<file path="src/rtl/pipe_pkg.sv">
// Shared types for the pipeline scheduler: register-address width, scoreboard
// stage entry, the empty (bubble) entry and the memory-wait FSM state.
package pipe_pkg;

  localparam int unsigned REG_W = 4;

  // One in-flight instruction as seen by the scheduler.
  typedef struct packed {
    logic             v;    // slot holds a real instruction
    logic             wb;   // writes a register
    logic             mr;   // load
    logic             mw;   // store
    logic [REG_W-1:0] dst;  // destination register
  } stage_entry_t;

  localparam stage_entry_t BUBBLE = '0;

  typedef enum logic [0:0] {
    StRun,
    StWait
  } fsm_state_t;

endpackage

</file>
<file path="src/rtl/sat_counter.sv">
// Saturating up-counter: counts cycles with inc=1 and hold=0, sticks at all-ones.
module sat_counter #(
  parameter int unsigned CNT_W = 16
) (
  input  logic             clk,
  input  logic             rst,
  input  logic             inc,
  input  logic             hold,
  output logic [CNT_W-1:0] count
);

  logic [CNT_W-1:0] count_q, count_d;

  // Next count: increment unless held or already saturated.
  always_comb begin
    count_d = count_q;
    if (inc && !hold && (count_q != '1)) begin
      count_d = count_q + CNT_W'(1);
    end
  end

  // Count register with synchronous reset.
  always_ff @(posedge clk) begin
    if (rst) begin
      count_q <= '0;
    end else begin
      count_q <= count_d;
    end
  end

  assign count = count_q;

endmodule

</file>
<file path="src/rtl/hazard_scheduler.sv">
// Pipeline scheduler for the 5-stage core: EXE/MEM destination scoreboard,
// decode hazard, branch flush, SRAM-wait freeze, memory-wait watchdog and
// saturating stall/flush counters.
// Build option: define FORWARDING_EN when an EXE forwarding unit exists; the
// hazard then covers load-use only. Ports are identical in both builds.
module hazard_scheduler
  import pipe_pkg::*;
#(
  parameter int unsigned CNT_W   = 16,
  parameter int unsigned TIMEOUT = 255
) (
  input  logic             clk,
  input  logic             rst,
  input  logic [REG_W-1:0] src1,
  input  logic [REG_W-1:0] src2,
  input  logic             use_src1,
  input  logic             two_src,
  input  logic             id_wb_en,
  input  logic             id_mem_r_en,
  input  logic             id_mem_w_en,
  input  logic [REG_W-1:0] id_dest,
  input  logic             branch_taken,
  input  logic             mem_ready,
  output logic             hazard,
  output logic             flush,
  output logic             freeze,
  output logic             mem_timeout,
  output logic [CNT_W-1:0] stall_cnt,
  output logic [CNT_W-1:0] flush_cnt
);

  // Wide enough to hold TIMEOUT itself.
  localparam int unsigned WaitW = (TIMEOUT < 1) ? 1 : $clog2(TIMEOUT + 1);

  stage_entry_t exe_q, exe_d, mem_q, mem_d, id_entry;
  fsm_state_t   state_q, state_d;
  logic [WaitW-1:0] wait_ctr_q, wait_ctr_d;
  logic         timeout_q, timeout_d;
  logic         mem_op, raw1, raw2, stall_inc;

  assign id_entry = {1'b1, id_wb_en, id_mem_r_en, id_mem_w_en, id_dest};

  // Freeze and flush: a pending memory access stalls everything; a taken
  // branch flushes only when the pipe is actually moving.
  always_comb begin
    mem_op = mem_q.v & (mem_q.mr | mem_q.mw);
    freeze = mem_op & ~mem_ready;
    flush  = branch_taken & ~freeze;
  end

  // Source-operand hazards against in-flight producers (WB stage not checked:
  // the register file writes before it reads).
  always_comb begin
`ifdef FORWARDING_EN
    raw1 = exe_q.v & exe_q.mr & (exe_q.dst == src1);
    raw2 = exe_q.v & exe_q.mr & (exe_q.dst == src2);
`else
    raw1 = (exe_q.v & exe_q.wb & (exe_q.dst == src1)) |
           (mem_q.v & mem_q.wb & (mem_q.dst == src1));
    raw2 = (exe_q.v & exe_q.wb & (exe_q.dst == src2)) |
           (mem_q.v & mem_q.wb & (mem_q.dst == src2));
`endif
    // A flushed ID op is discarded, so it never needs a stall.
    hazard    = ~flush & ((use_src1 & raw1) | (two_src & raw2));
    stall_inc = hazard | freeze;
  end

  // Scoreboard advance: held on freeze, bubble injected on hazard or flush.
  always_comb begin
    exe_d = exe_q;
    mem_d = mem_q;
    if (!freeze) begin
      mem_d = exe_q;
      exe_d = (hazard | flush) ? BUBBLE : id_entry;
    end
  end

  // Memory-wait FSM and watchdog counter; the timeout flag is sticky.
  always_comb begin
    state_d    = state_q;
    wait_ctr_d = wait_ctr_q;
    timeout_d  = timeout_q;
    unique case (state_q)
      StRun: begin
        if (freeze) begin
          state_d    = StWait;
          wait_ctr_d = '0;
        end
      end
      StWait: begin
        if (freeze && (wait_ctr_q != '1)) begin
          wait_ctr_d = wait_ctr_q + WaitW'(1);
        end
        if (mem_ready) begin
          state_d = StRun;
        end
      end
      default: state_d = StRun;
    endcase
    if (freeze && (wait_ctr_d == WaitW'(TIMEOUT))) begin
      timeout_d = 1'b1;
    end
  end

  // State registers with synchronous reset.
  always_ff @(posedge clk) begin
    if (rst) begin
      exe_q      <= BUBBLE;
      mem_q      <= BUBBLE;
      state_q    <= StRun;
      wait_ctr_q <= '0;
      timeout_q  <= 1'b0;
    end else begin
      exe_q      <= exe_d;
      mem_q      <= mem_d;
      state_q    <= state_d;
      wait_ctr_q <= wait_ctr_d;
      timeout_q  <= timeout_d;
    end
  end

  assign mem_timeout = timeout_q;

  // Stall cycles keep counting through a freeze; flushes cannot occur then.
  sat_counter #(
    .CNT_W(CNT_W)
  ) u_stall_cnt (
    .clk  (clk),
    .rst  (rst),
    .inc  (stall_inc),
    .hold (1'b0),
    .count(stall_cnt)
  );

  sat_counter #(
    .CNT_W(CNT_W)
  ) u_flush_cnt (
    .clk  (clk),
    .rst  (rst),
    .inc  (flush),
    .hold (freeze),
    .count(flush_cnt)
  );

endmodule

</file>
<file path="config.mk">
export PLATFORM = sky130hd
export DESIGN_NAME = hazard_scheduler
export DESIGN_NICKNAME = d
export VERILOG_FILES = /design/src/rtl/pipe_pkg.sv /design/src/rtl/sat_counter.sv /design/src/rtl/hazard_scheduler.sv
export SDC_FILE = /design/constraint.sdc
export NUM_CORES = 1
export LEC_CHECK = 0
export CAP_MARGIN = 25
export CORE_MARGIN = 4
export CORE_UTILIZATION = 50
export CTS_CLUSTER_DIAMETER = 200
export DETAILED_ROUTE_END_ITERATION = 8
export GPL_TIMING_DRIVEN = 0
export PLACE_DENSITY = 0.78
export SYNTH_ARGS = -nofsm -noshare
export SYNTH_HDL_FRONTEND = slang
export SYNTH_SLANG_ARGS = --single-unit
</file>
<file path="constraint.sdc">
create_clock -name clk -period 4 [get_ports clk]
set_input_delay 0.4 -clock clk [delete_from_list [all_inputs] [get_ports clk]]
set_output_delay 0.4 -clock clk [all_outputs]
set_load 0.02 [all_outputs]
</file>
==> out/metrics.csv <==
metric,value,unit
P&R area growth vs syn,30.13,%
vias in the first global route,2433,
first-pass GRT wire length,11080,um
Post-Syn Nets,364,
initial antenna violation count,0,
WL/cell,13.69,um
Slew @ Worst Pin,0.5905,ns
hold depth,2,
Global Route met3 Usage,0.04563,
endpoints failing hold,0,
num rows,27,
post-cts sizing count,0,
Synth area leaders,"dfxtp_1, xor2_1, nor2_1",
reg2reg setup slack,1.85,ns
die width,83.20,um
Yosys top cell area share,0.4106,
RSZ-0062 raised after global routing,false,
dominant cell type by area after synthesis,dfxtp_1,
largest net degree at the start of global routing,11,
DR vias/cell,5.593,
Mapped Cells,340,
DRT iter0 DRCs,143,
max-cap viol count,0,
area of the multi-input gates,1562,um2
Post-CTS Hold Buffers,0,
Final Critical Period,2.936,ns
Final nets,431,
Worst-path clk slew,0.06,ns
Max Clk Rate,340.5,MHz
post-CTS setup buffer count,0,
worst min path class,reg2reg,
Power Density,328.9,nW/um2
"commonest non-fill, non-tap cells in the layout","dfxtp_1, clkdlybuf4s50_1, nor2_1, nand2_1, xor2_1",
Residual DRC,0,
final max-slew violation count,0,
hold path start,mem_timeout,
Tcrit/Tclk final,0.7341,
Slew headroom,0.6042,
Seq. cell area,1161,um2
data required time of the critical path,3.60,ns
Syn Area/Cell,8.317,um2
skew final,0.004640,ns
"critical path, cell by cell","clkdlybuf4s50_1, xnor2_1, nand4_1, or4_1, a31oi_1, clkdlybuf4s50_1",
CP endpoint kind,output port,
Initial Util,0.5135,
final core utilization,0.6683,
H-tree depth,3,
reg2reg end,u_stall_cnt.count[7],
Initial DRT Pass Iterations,4,
slowest CP cell,clkdlybuf4s50_1,
port buffer count,56,
final setup vio count,0,
worst hold path endpoint,mem_timeout,
crit path DAT,2.54,ns
worst hold margin,0.4639,ns
core area,5507,um2
leakage,0.001365,uW
CTS tree,yes,
R2R depth,8,
sequential cell area fraction in the yosys report,0.4106,
count of different cell masters after synthesis,42,
run status,finished clean,
met1 Track Usage GR,0.2422,
share of layout cells above drive strength 1,0.06553,
Syn Std Cell Area,2828,um2
GRT Total Usage,0.1937,
clk root buf,clkbuf_8,
"wirelength, routed",6627,um
Fill cells,481,
Setup CP Type,in2out,
CTS max path bufs,2,
Syn. warnings,0,
VDD IR max,0.0002502,V
"commonest non-fill, non-tap cell in the layout",dfxtp_1,
die height,83.20,um
via count,2707,
hpwl dp,4801,um
Clock Latency Late Sink,0.34,ns
Synth Register Bits,58,
placer congestion estimate,0.7852,
"Max FO, Critical Path",3,
Top Ports,57,
GR peak layer,met2,
FF-to-FF Start,exe_q[2],
GRT Residual Overflow,0,
Antenna Violating Nets Remaining,0,
largest stage delay on the critical path,0.66,ns
Worst path most repeated cell,clkdlybuf4s50_1,
die area,6922,um2
Startpoint Class,input pin,
CTS Buf Count,9,
setup_tns,0,ns
Clock Sinks,58,
Inserted Diodes,0,
met2 Track Usage GR,0.3149,
[layout make-up]
| class | instances | area share |
|---|---|---|
| Timing Repair Buffer | 56 | 0.1523 |
| Multi-Input combinational cell | 260 | 0.4243 |
| Sequential cell | 58 | 0.3155 |
| Tap cell | 72 | 0.02448 |
| Clock inverter | 1 | 0.001360 |
| Clock buffer | 15 | 0.05338 |
| Buffer | 16 | 0.02244 |
| Inverter | 6 | 0.006120 |
[critical path, delay by kind of cell]
| family | cells | cell delay (ns) |
|---|---|---|
| AOI/OAI and AO/OA | 1 | 0.24 |
| xor gates and xnor gates | 1 | 0.13 |
| buffers and inverters | 2 | 1.18 |
| and+or+nand+nor | 2 | 0.59 |
[report_power, final]
part           internal (uW)  leakage [uW]  switching (uW)
clock                    309      0.000106             225
combinational           42.1      0.000790            39.3
sequential               586      0.000470            9.17
[synth_stat cells, drive strengths merged]
cell    count
dfxtp      58
nor2       46
nand2      35
xor2       27
a21oi      21
and3       20
nand4      19
nand3      18
clkbuf     12
o21ai      12
xnor2      11
a22oi       8
or3         8
a31oi       6
inv         5
buf         4
nor3        4
nor4        4
ha          3
a211oi      2
and2        2
mux2i       2
a41o        1
a41oi       1
and4        1
clkinv      1
mux2        1
nor2b       1
nor4b       1
o21a        1
o21bai      1
o22ai       1
o31ai       1
or2         1
or4         1
[routing by layer]
layer,share of wire,vias up
met3,0.058,9
met4,0.011,0
li1,-,1332
met5,0,-
met1,0.45,1271
met2,0.48,95
[cell families (layout without fill, tap and decap cells)]
kind of cell / after synthesis / in the layout / share of synthesized area
AO/OA/AOI/OAI: 55 / 55 / 0.1230
XOR/XNOR: 38 / 38 / 0.1177
adder cells (fa/ha/maj): 3 / 3 / 0.01328
buffers and inverters: 22 / 94 / 0.03716
flip-flops: 58 / 58 / 0.4106
multiplexers: 3 / 3 / 0.01106
AND/OR/NAND/NOR: 161 / 161 / 0.2872
[state kept, by name (all words and copies together) (netlist names)]
register           flops
mem_timeout            1
wait_ctr_q             8
mem_q                  8
u_flush_cnt.count     16
exe_q                  8
u_stall_cnt.count     16
state_q                1
[stage by stage]
stage                     power (uW)  std cells  setup WS, ns  cell area, um2
after floorplan                648.4        340         1.983            2828
after global placement         687.9        468         1.104            3478
after detailed placement       689.1        468         1.065            3478
after CTS                       1221        484         1.061            3680
after global routing            1248        484        0.9923            3680
final                           1210        484         1.064            3680
[worst max-delay path by stage]
| stage | cells past startpoint | to | slack, ns | startpoint |
|---|---|---|---|---|
| detailed placement | 6 | hazard | 1.06 | src2[2] |
| global route | 6 | freeze | 0.99 | mem_ready |
| CTS | 6 | hazard | 1.06 | src2[2] |
| global placement | 6 | freeze | 1.10 | mem_ready |
| finish | 6 | hazard | 1.06 | src2[2] |
| floorplan | 8 | u_stall_cnt.count[7] | 1.98 | u_stall_cnt.count[5] |
No activity file was read; power rests on OpenSTA's default activity.
